## config.mk

```make
export PLATFORM = sky130hd
export DESIGN_NAME = aes_key_expand
export DESIGN_NICKNAME = d
export VERILOG_FILES = /design/src/rtl/aes_key_expand.sv
export SDC_FILE = /design/constraint.sdc
export NUM_CORES = 2
export LEC_CHECK = 0
export CORE_ASPECT_RATIO = 0.5
export CORE_UTILIZATION = 50
export CTS_BUF_LIST = sky130_fd_sc_hd__clkbuf_4 sky130_fd_sc_hd__clkbuf_8 sky130_fd_sc_hd__clkbuf_16
export CTS_CLUSTER_DIAMETER = 60
export DETAILED_ROUTE_END_ITERATION = 8
export HOLD_SLACK_MARGIN = 0.12
export PLACE_DENSITY = 0.67
export SLEW_MARGIN = 5
export SYNTH_ARGS = -nofsm -noshare
export SYNTH_HDL_FRONTEND = slang
export SYNTH_SLANG_ARGS = --single-unit
```

## constraint.sdc

```tcl
create_clock -name clk -period 19.7 [get_ports clk]
set_input_delay 3.94 -clock clk [delete_from_list [all_inputs] [get_ports clk]]
set_output_delay 3.94 -clock clk [all_outputs]
set_load 0.03 [all_outputs]
```

## src/rtl/aes_key_expand.sv

```systemverilog
// AES-128 on-the-fly key schedule.
// Emits the 11 round keys (index 0..10) one per rk_valid/rk_ready transfer.
// The next round key is computed combinationally from the key register
// through four S-boxes and the XOR chain, and is registered on the transfer
// edge, so a consumer holding rk_ready high sees one key per cycle.
//
//   state | meaning
//   ------+-----------------------------------------------------------
//   IDLE  | waiting for start; busy=0, rk_valid=0
//   EMIT  | presenting round key rk_idx; advance on each transfer

// AES S-box computed as GF(2^8) inverse (x^254) followed by the affine map.
// Written arithmetically rather than as a table so the mapping is
// self-evidently correct; zero maps to zero under x^254, giving sbox(0)=63.
module aes_sbox (
  input  logic [7:0] a,
  output logic [7:0] s
);

  function automatic logic [7:0] xtime(input logic [7:0] x);
    return {x[6:0], 1'b0} ^ (x[7] ? 8'h1b : 8'h00);
  endfunction

  function automatic logic [7:0] gf_mul(input logic [7:0] x, input logic [7:0] y);
    logic [7:0] p;
    logic [7:0] t;
    p = 8'h00;
    t = x;
    for (int i = 0; i < 8; i++) begin
      if (y[i]) p = p ^ t;
      t = xtime(t);
    end
    return p;
  endfunction

  function automatic logic [7:0] rotl(input logic [7:0] x, input int n);
    return (x << n) | (x >> (8 - n));
  endfunction

  // Inverse via x^254 = x^2 * x^4 * ... * x^128, then affine transform.
  always_comb begin
    logic [7:0] sq;
    logic [7:0] inv;
    sq  = a;
    inv = 8'h01;
    for (int k = 1; k < 8; k++) begin
      sq  = gf_mul(sq, sq);
      inv = gf_mul(inv, sq);
    end
    s = inv ^ rotl(inv, 1) ^ rotl(inv, 2) ^ rotl(inv, 3) ^ rotl(inv, 4) ^ 8'h63;
  end

endmodule

module aes_key_expand (
  input  logic         clk,
  input  logic         rst,
  input  logic [127:0] key_in,
  input  logic         start,
  output logic         busy,
  output logic [127:0] rk_out,
  output logic [3:0]   rk_idx,
  output logic         rk_valid,
  input  logic         rk_ready,
  output logic         done
);

  typedef enum logic {
    IDLE = 1'b0,
    EMIT = 1'b1
  } state_t;

  localparam logic [3:0] LAST_IDX = 4'd10;

  state_t       state_q, state_d;
  logic [127:0] key_q, key_d;
  logic [3:0]   idx_q, idx_d;
  logic [7:0]   rcon_q, rcon_d;
  logic         done_q, done_d;

  logic [31:0]  rot_w3;
  logic [31:0]  sub_w3;
  logic [31:0]  temp;
  logic [31:0]  nw0, nw1, nw2, nw3;

  // RotWord: {b0,b1,b2,b3} -> {b1,b2,b3,b0}
  assign rot_w3 = {key_q[23:0], key_q[31:24]};

  for (genvar g = 0; g < 4; g++) begin : g_subword
    aes_sbox u_sbox (
      .a (rot_w3[8*g +: 8]),
      .s (sub_w3[8*g +: 8])
    );
  end

  assign temp = sub_w3 ^ {rcon_q, 24'h000000};
  assign nw0  = key_q[127:96] ^ temp;
  assign nw1  = key_q[95:64]  ^ nw0;
  assign nw2  = key_q[63:32]  ^ nw1;
  assign nw3  = key_q[31:0]   ^ nw2;

  assign rk_out = key_q;
  assign rk_idx = idx_q;
  assign done   = done_q;

  // State and datapath registers; reset aborts any run without a done pulse.
  always_ff @(posedge clk) begin
    if (rst) begin
      state_q <= IDLE;
      key_q   <= 128'h0;
      idx_q   <= 4'd0;
      rcon_q  <= 8'h01;
      done_q  <= 1'b0;
    end else begin
      state_q <= state_d;
      key_q   <= key_d;
      idx_q   <= idx_d;
      rcon_q  <= rcon_d;
      done_q  <= done_d;
    end
  end

  // Next-state, next round key and handshake outputs.
  always_comb begin
    state_d  = state_q;
    key_d    = key_q;
    idx_d    = idx_q;
    rcon_d   = rcon_q;
    done_d   = 1'b0;
    busy     = 1'b0;
    rk_valid = 1'b0;
    case (state_q)
      IDLE: begin
        if (start) begin
          key_d   = key_in;
          idx_d   = 4'd0;
          rcon_d  = 8'h01;
          state_d = EMIT;
        end
      end
      EMIT: begin
        busy     = 1'b1;
        rk_valid = 1'b1;
        if (rk_ready) begin
          if (idx_q == LAST_IDX) begin
            state_d = IDLE;
            done_d  = 1'b1;
          end else begin
            key_d  = {nw0, nw1, nw2, nw3};
            idx_d  = idx_q + 4'd1;
            rcon_d = {rcon_q[6:0], 1'b0} ^ (rcon_q[7] ? 8'h1b : 8'h00);
          end
        end
      end
      default: state_d = IDLE;
    endcase
  end

endmodule

```

# ---- Yosys cells after proc, flatten, opt, wreduce, memory -nomap -nowiden
# Cells that the tools add are included.
# W data, S select, Z words.
dict set report word_totals {
  word_cells 1643
  inputBits 132
  reg_bits 142
  out_inout_bits 135
}
dict set report op_classes {
  n_addsub 1
  n_reduce_logical 2
  eq_ne 4
  n_bitwise 800
  mux 831
}
# operator count
set op_table {}
lappend op_table {{$xor A8 B8 Y8} 744}
lappend op_table {{$mux W8} 423}
lappend op_table {{$mux W5} 369}
lappend op_table {{$mux W128} 3}
lappend op_table {{$pmux W128 S2} 1}
lappend op_table {{$xor A32 B32 Y32} 5}
lappend op_table {{$or A8 B1 Y8} 4}
lappend op_table {{$or A8 B2 Y8} 4}
lappend op_table {{$or A8 B3 Y8} 4}
lappend op_table {{$or A8 B4 Y8} 4}
lappend op_table {{$mux W4} 7}
lappend op_table {{$mux W7} 4}
lappend op_table {{$not A1 Y1 const A} 28}
lappend op_table {{$mux W6} 4}
lappend op_table {{$not A4 Y4} 4}
lappend op_table {{$pmux W8 S2} 1}
lappend op_table {{$mux W3} 4}
lappend op_table {{$mux W1} 9}
lappend op_table {{$mux W2} 4}
lappend op_table {{$pmux W4 S2} 1}
lappend op_table {{$xor A8 B5 Y8} 1}
lappend op_table {{$ne A2 B2 Y1 const B} 3}
lappend op_table {{$add A4 B1 Y4 const B} 1}
lappend op_table {{$eq A4 B4 Y1 const B} 1}
lappend op_table {{other kinds (4)} 5}

# ---- Longest topological paths before layout
dict set report logic_depth {
  ltp_word 141
  depth_mapped 70
  ltp_nobuf 59
}

# ---- Hierarchy
# A second synthesis with hierarchy kept.
dict set report hier_totals {
  cells_unflattened 8816
  hier_area_um2 69360.3
}
# module cells_per_inst instances seq_area_each_um2 area_each_um2
set modules_own_cells {}
lappend modules_own_cells {aes_sbox 1942 4 0.0 15220.8}
lappend modules_own_cells {aes_key_expand 1048 1 2842.7 8476.9}

# ---- Worst setup path before layout
# OpenSTA, ideal clock, no wires.
dict set report synth_path {
  path_type {reg-to-reg}
  start {register key_q[23], in the netlist rk_out[23]}
  end {register key_q[63], in the netlist rk_out[63]}
  path_stages_with_launch 68
  t_required_ps 19572
  n_path_buf 10
  synth_period_minus_slack_ps 17488
  slack_ps 2212
  t_arrival_ps 17361
  setup_ps 128
  cell_sequence {dfxtp_1 -> ha_1 -> buf_2 -> nand2_1 -> xor2_1 -> inv_2 -> clkbuf_1 -> clkbuf_1 -> ha_1 -> clkbuf_1 -> xnor3_1 -> xnor2_1 -> nor3_1 -> a221oi_2 -> xnor3_1 -> inv_2 -> buf_2 -> ha_1 -> (+32 left out) -> mux2i_1 -> xnor2_1 -> mux2_2 -> nor3_1 -> nor2_1 -> and3_1 -> o41a_1 -> o21ai_0 -> and3_1 -> clkbuf_1 -> nor3_1 -> xnor3_1 -> xor2_1 -> xnor3_2 -> xnor2_1 -> mux2_1 -> a221oi_1 -> nor2_1}
}
dict set report synth_via {
  elab_chain_len 136
  word_cells_on_any_way 396
  cone_classes {mux (202); bitwise (194)}
}
# item line_no
set synth_rtl {}
lappend synth_rtl {{start, declared} 76} ;# logic [127:0] key_q, key_d;
lappend synth_rtl {{start signal, assigned} 116} ;# key_q <= key_d;
lappend synth_rtl {{$mux W5} 21} ;# return {x[6:0], 1'b0} ^ (x[7] ? 8'h1b : 8'h00);
lappend synth_rtl {{$xor A8 B8 Y8} 21}
lappend synth_rtl {{$xor A8 B8 Y8} 30} ;# if (y[i]) p = p ^ t;
lappend synth_rtl {{$mux W8} 30}
lappend synth_rtl {{$xor A8 B8 Y8} 30}
lappend synth_rtl {{$mux W8} 30}
lappend synth_rtl {{$xor A8 B8 Y8} 30}
lappend synth_rtl {{$mux W8} 30}
lappend synth_rtl {{(+120 left out)} n/a}
lappend synth_rtl {{$xor A8 B8 Y8 *} 50} ;# s = inv ^ rotl(inv, 1) ^ rotl(inv, 2) ^ rotl(inv, 3) ^ rotl(inv, 4) ^ 8'h63;
lappend synth_rtl {{$xor A32 B32 Y32 *} 96} ;# assign temp = sub_w3 ^ {rcon_q, 24'h000000};
lappend synth_rtl {{$xor A32 B32 Y32 *} 97} ;# assign nw0 = key_q[127:96] ^ temp;
lappend synth_rtl {{$xor A32 B32 Y32 *} 98} ;# assign nw1 = key_q[95:64] ^ nw0;
lappend synth_rtl {{$xor A32 B32 Y32 *} 99} ;# assign nw2 = key_q[63:32] ^ nw1;
lappend synth_rtl {{$mux W128 *} 145} ;# if (idx_q == LAST_IDX) begin
lappend synth_rtl {{$mux W128 *} 144} ;# if (rk_ready) begin
lappend synth_rtl {{$pmux W128 S2 *} 132} ;# case (state_q)
# Mark *: on every way between the ends. The rest lies on a longest branch, timed or not. The select of a mux whose other input is x is not followed.
# A chain may end at the register's enable or synchronous reset.

# ---- Final worst setup path
dict set report layout_path {
  start {register key_q[0], in the netlist rk_out[0]}
  end {register key_q[9], in the netlist rk_out[9]}
}
dict set report layout_via {
  elab_chain_len 138
  word_cells_on_any_way 395
  cone_classes {mux (199); bitwise (196)}
}
# item line_no
set layout_rtl {}
lappend layout_rtl {{$mux W8} 30}
lappend layout_rtl {{$xor A8 B8 Y8} 30}
lappend layout_rtl {{$mux W8} 30}
lappend layout_rtl {{$xor A8 B8 Y8} 30}
lappend layout_rtl {{$mux W8} 30}
lappend layout_rtl {{$xor A8 B8 Y8} 30}
lappend layout_rtl {{$mux W8} 30}
lappend layout_rtl {{$xor A8 B8 Y8} 30}
lappend layout_rtl {{(+122 left out)} n/a}
lappend layout_rtl {{$xor A32 B32 Y32 *} 96}
lappend layout_rtl {{$xor A32 B32 Y32 *} 97}
lappend layout_rtl {{$xor A32 B32 Y32 *} 98}
lappend layout_rtl {{$xor A32 B32 Y32 *} 99}
lappend layout_rtl {{$xor A32 B32 Y32 *} 100} ;# assign nw3 = key_q[31:0] ^ nw2;
lappend layout_rtl {{$mux W128 *} 145}
lappend layout_rtl {{$mux W128 *} 144}
lappend layout_rtl {{$pmux W128 S2 *} 132}
# Marked as above.

==> results.md <==
* Status: complete, no violations
* Hold crit path type: reg2reg
* CP max-delay cell: xnor3_1
* Most Crowded Layer GR: met2
* Slew HR at 16.6%
* Synthesis Warnings at 0
* CP endpoint kind: register
* CTS clk-pin slew, worst paths at 0.07 ns
* Nets at 8,773
* I/O Pins at 267
* Crit start category: register
* Drt first pass iters at 8
* Setup slack at placement at 0.833 ns
* Total Wirelength at 199,000 µm
* Global-route total usage across every layer at 29.6%
* Hold Crit Depth at 2
* CTS tree: done
* Drt drc at 0
* CTS Sinks at 142
* Cell Count, Final, Fillers Out at 10,330
* DR vias at 61,608
* Post-synth EDFFs at 0
* Critical path arrival at 18.78 ns
* R2r endpoint: rk_out[9]
* Hold_sp: rcon_q[1]
* Synth cell types at 106
* Placed cell count at 10,293
* Clk_skew at 0.0102 ns
* Detailed-route wire length per cell at 19.3 µm
* First-pass GRT wire length at 316,000 µm
* FMAX at 0.0542 GHz
* Max Fanout on Critical Path at 27
* Initial antenna violation count at 4
* Met3 usage at 1.99%
* Syn nets at 8,805
* Worst-margin pin slew at 1.24 ns
* Post-synth design cell area at 64,100 µm²
* M1 GR Usage at 41.5%
* Grt total ovfl at 0
* Max incr delay on CP at 0.83 ns
* Die ar. at 130,000 µm²
* Min Clock Period, post-route at 18.44 ns
* Synth top cells by count: xnor2_1 (1,609), nor2_1 (1,214), nand2_1 (955)
* Avg Inst Size Synth at 7.41 µm²
* Met2 Resource Use GR at 49.9%
* Setup ws final at 1.26 ns
* Clock Latency Late Sink at 0.44 ns
* R2R setup slack at 1.26 ns
* Filler cells at 12,171
* Synth top area share at 22.0%
* Async SR Flop Fraction at 0%
* Setup-failing EPs final at 0
* Antenna viol nets, final at 0
* Slew Viols, Final at 0
* Critical path type: reg2reg
* Vias in the first global route at 55,608
* Worst hold endpoint: rcon_q[2]
* Share of cells above drive strength 1 at 7.39%
* Die X at 509 µm
* Starting DRT DRC Count at 5,738
* Largest net degree at the start of global routing at 90
* DIE HEIGHT at 255 µm
* Worst Path Required at 20.03 ns
* Final period util at 93.6%
* Maxcap violations at 0
* Worst r2r src: rk_out[0]
* R2R cell count at 50
* Core footprint at 127,000 µm²
* H-Tree Depth at 4
* Setup TNS at 0 ns
* CTS root buf: clkbuf_16
* Port Buffers at 266
* Syn Inst Count at 8,652
* Cell Rows at 92
* Yosys reg bits at 142
* TritonCTS buffer count at 17
* Cell repeated most along the worst path: xnor2_1
* Most frequent cell after synthesis: xnor2_1
* Unrepaired setup endpoints after global routing: false
* Top FF cell, synth: dfxtp_1
* Cell taking the most area after synthesis: xnor2_1
* Post-CTS Hold Fix Bufs at 0
* Area Overhead vs Synth at 8.93%
* Synth area leaders: xnor2_1 (22%), xnor3_1 (14%), nor2_1 (7.1%)
* Final HPWL DP at 146,000 µm
* Via density at 5.96
* Final Hold Fails at 0
* Final GP Congestion at 0.968
* Clock buffer depth at 2
* Post-synthesis sequential area ratio at 4.43%
* Initial core utilization at 50.7%
## routing by layer
layer  vias to the layer above  wire length (µm)
met5                         -                 0
met2                      2238             93100
li1                      29790                 -
met3                       235             12400
met1                     29345             90000
met4                         0              3880
## timing repair
item / CTS / global route
endpoints found under the hold margin: 0 / 0
resized for setup: 0 / 21
buffers inserted: 0 / 0
endpoints found under the setup margin: 0 / 49
## cells by family after synthesis
kind of cell               synth area share, %
AOI/OAI and AO/OA                         18.1
and+or+nand+nor                           20.7
muxes                                     4.38
DFF                                       4.43
adders and majority gates                0.472
buffers and inverters                     4.53
xor gates and xnor gates                  47.4
## cell usage in the layout, fill, tap and decap left out, types with 68 or more instances in the layout
cell and count:
xnor2_1 1551, nor2_1 1210, nand2_1 954, a21oi_1 497
xor2_1 462, o21ai_0 416, xnor3_1 389, buf_4 288
clkdlybuf4s50_1 265, nor3_1 231, mux2i_1 222, nand3_1 177
dfxtp_1 140, xnor2_2 110, o22ai_1 110, nor2b_1 89
a31oi_1 88, inv_1 84, a211oi_1 80, a22oi_1 78
o211ai_1 74, nand2b_1 68
## critical path, delay by kind of cell (launching register included)
| kind | cells | cell delay [ns] |
|---|---|---|
| buffers and inverters | 2 | 0.69 |
| XOR/XNOR | 33 | 13.76 |
| AND/OR/NAND/NOR | 7 | 1.01 |
| AO/OA/AOI/OAI | 4 | 0.76 |
| flip-flops | 1 | 0.60 |
| adder cells (fa/ha/maj) | 2 | 1.01 |
| multiplexers | 2 | 0.45 |
## per-stage QoR
step	hold WS [ns]	cell area, µm²	utilization, %
CTS	0.488	69700	55.1
global placement	0.470	69100	54.6
floorplan	0.457	64100	-
detailed placement	0.479	69100	54.6
finish	0.487	69900	55.2
global route	0.513	69900	55.2
## worst max path at each step
stage / from / endpoint / cells past startpoint
2_1_floorplan: rk_out[23] / rk_out[63] / 67
3_3_place_gp: rk_out[7] / rk_out[9] / 50
3_5_place_dp: rk_out[7] / rk_out[9] / 50
4_1_cts: rk_out[7] / rk_out[9] / 50
5_1_grt: rk_out[0] / rk_out[9] / 50
6_report: rk_out[0] / rk_out[9] / 50
## layout make-up
class                      instances  area [µm²]  share of cell area, %
multi-input combinational       7799       59100                   84.5
timing repair buffer             553        4810                   6.89
sequential                       142        2850                   4.08
tap                             1692        2120                   3.03
clock buffer                      18         439                  0.629
inverter                         107         404                  0.578
clock inverter                    14         165                  0.236
antenna                            5        12.5                 0.0179
## sequential cells by signal (all words and copies together), names as in the netlist
| signal | flops |
|---|---|
| state_q | 1 |
| rk_out | 128 |
| done | 1 |
| rcon_q | 8 |
| rk_idx | 4 |
Power is not shown: default switching activity piles up to over one toggle a cycle in this logic, so the estimate is an artifact.
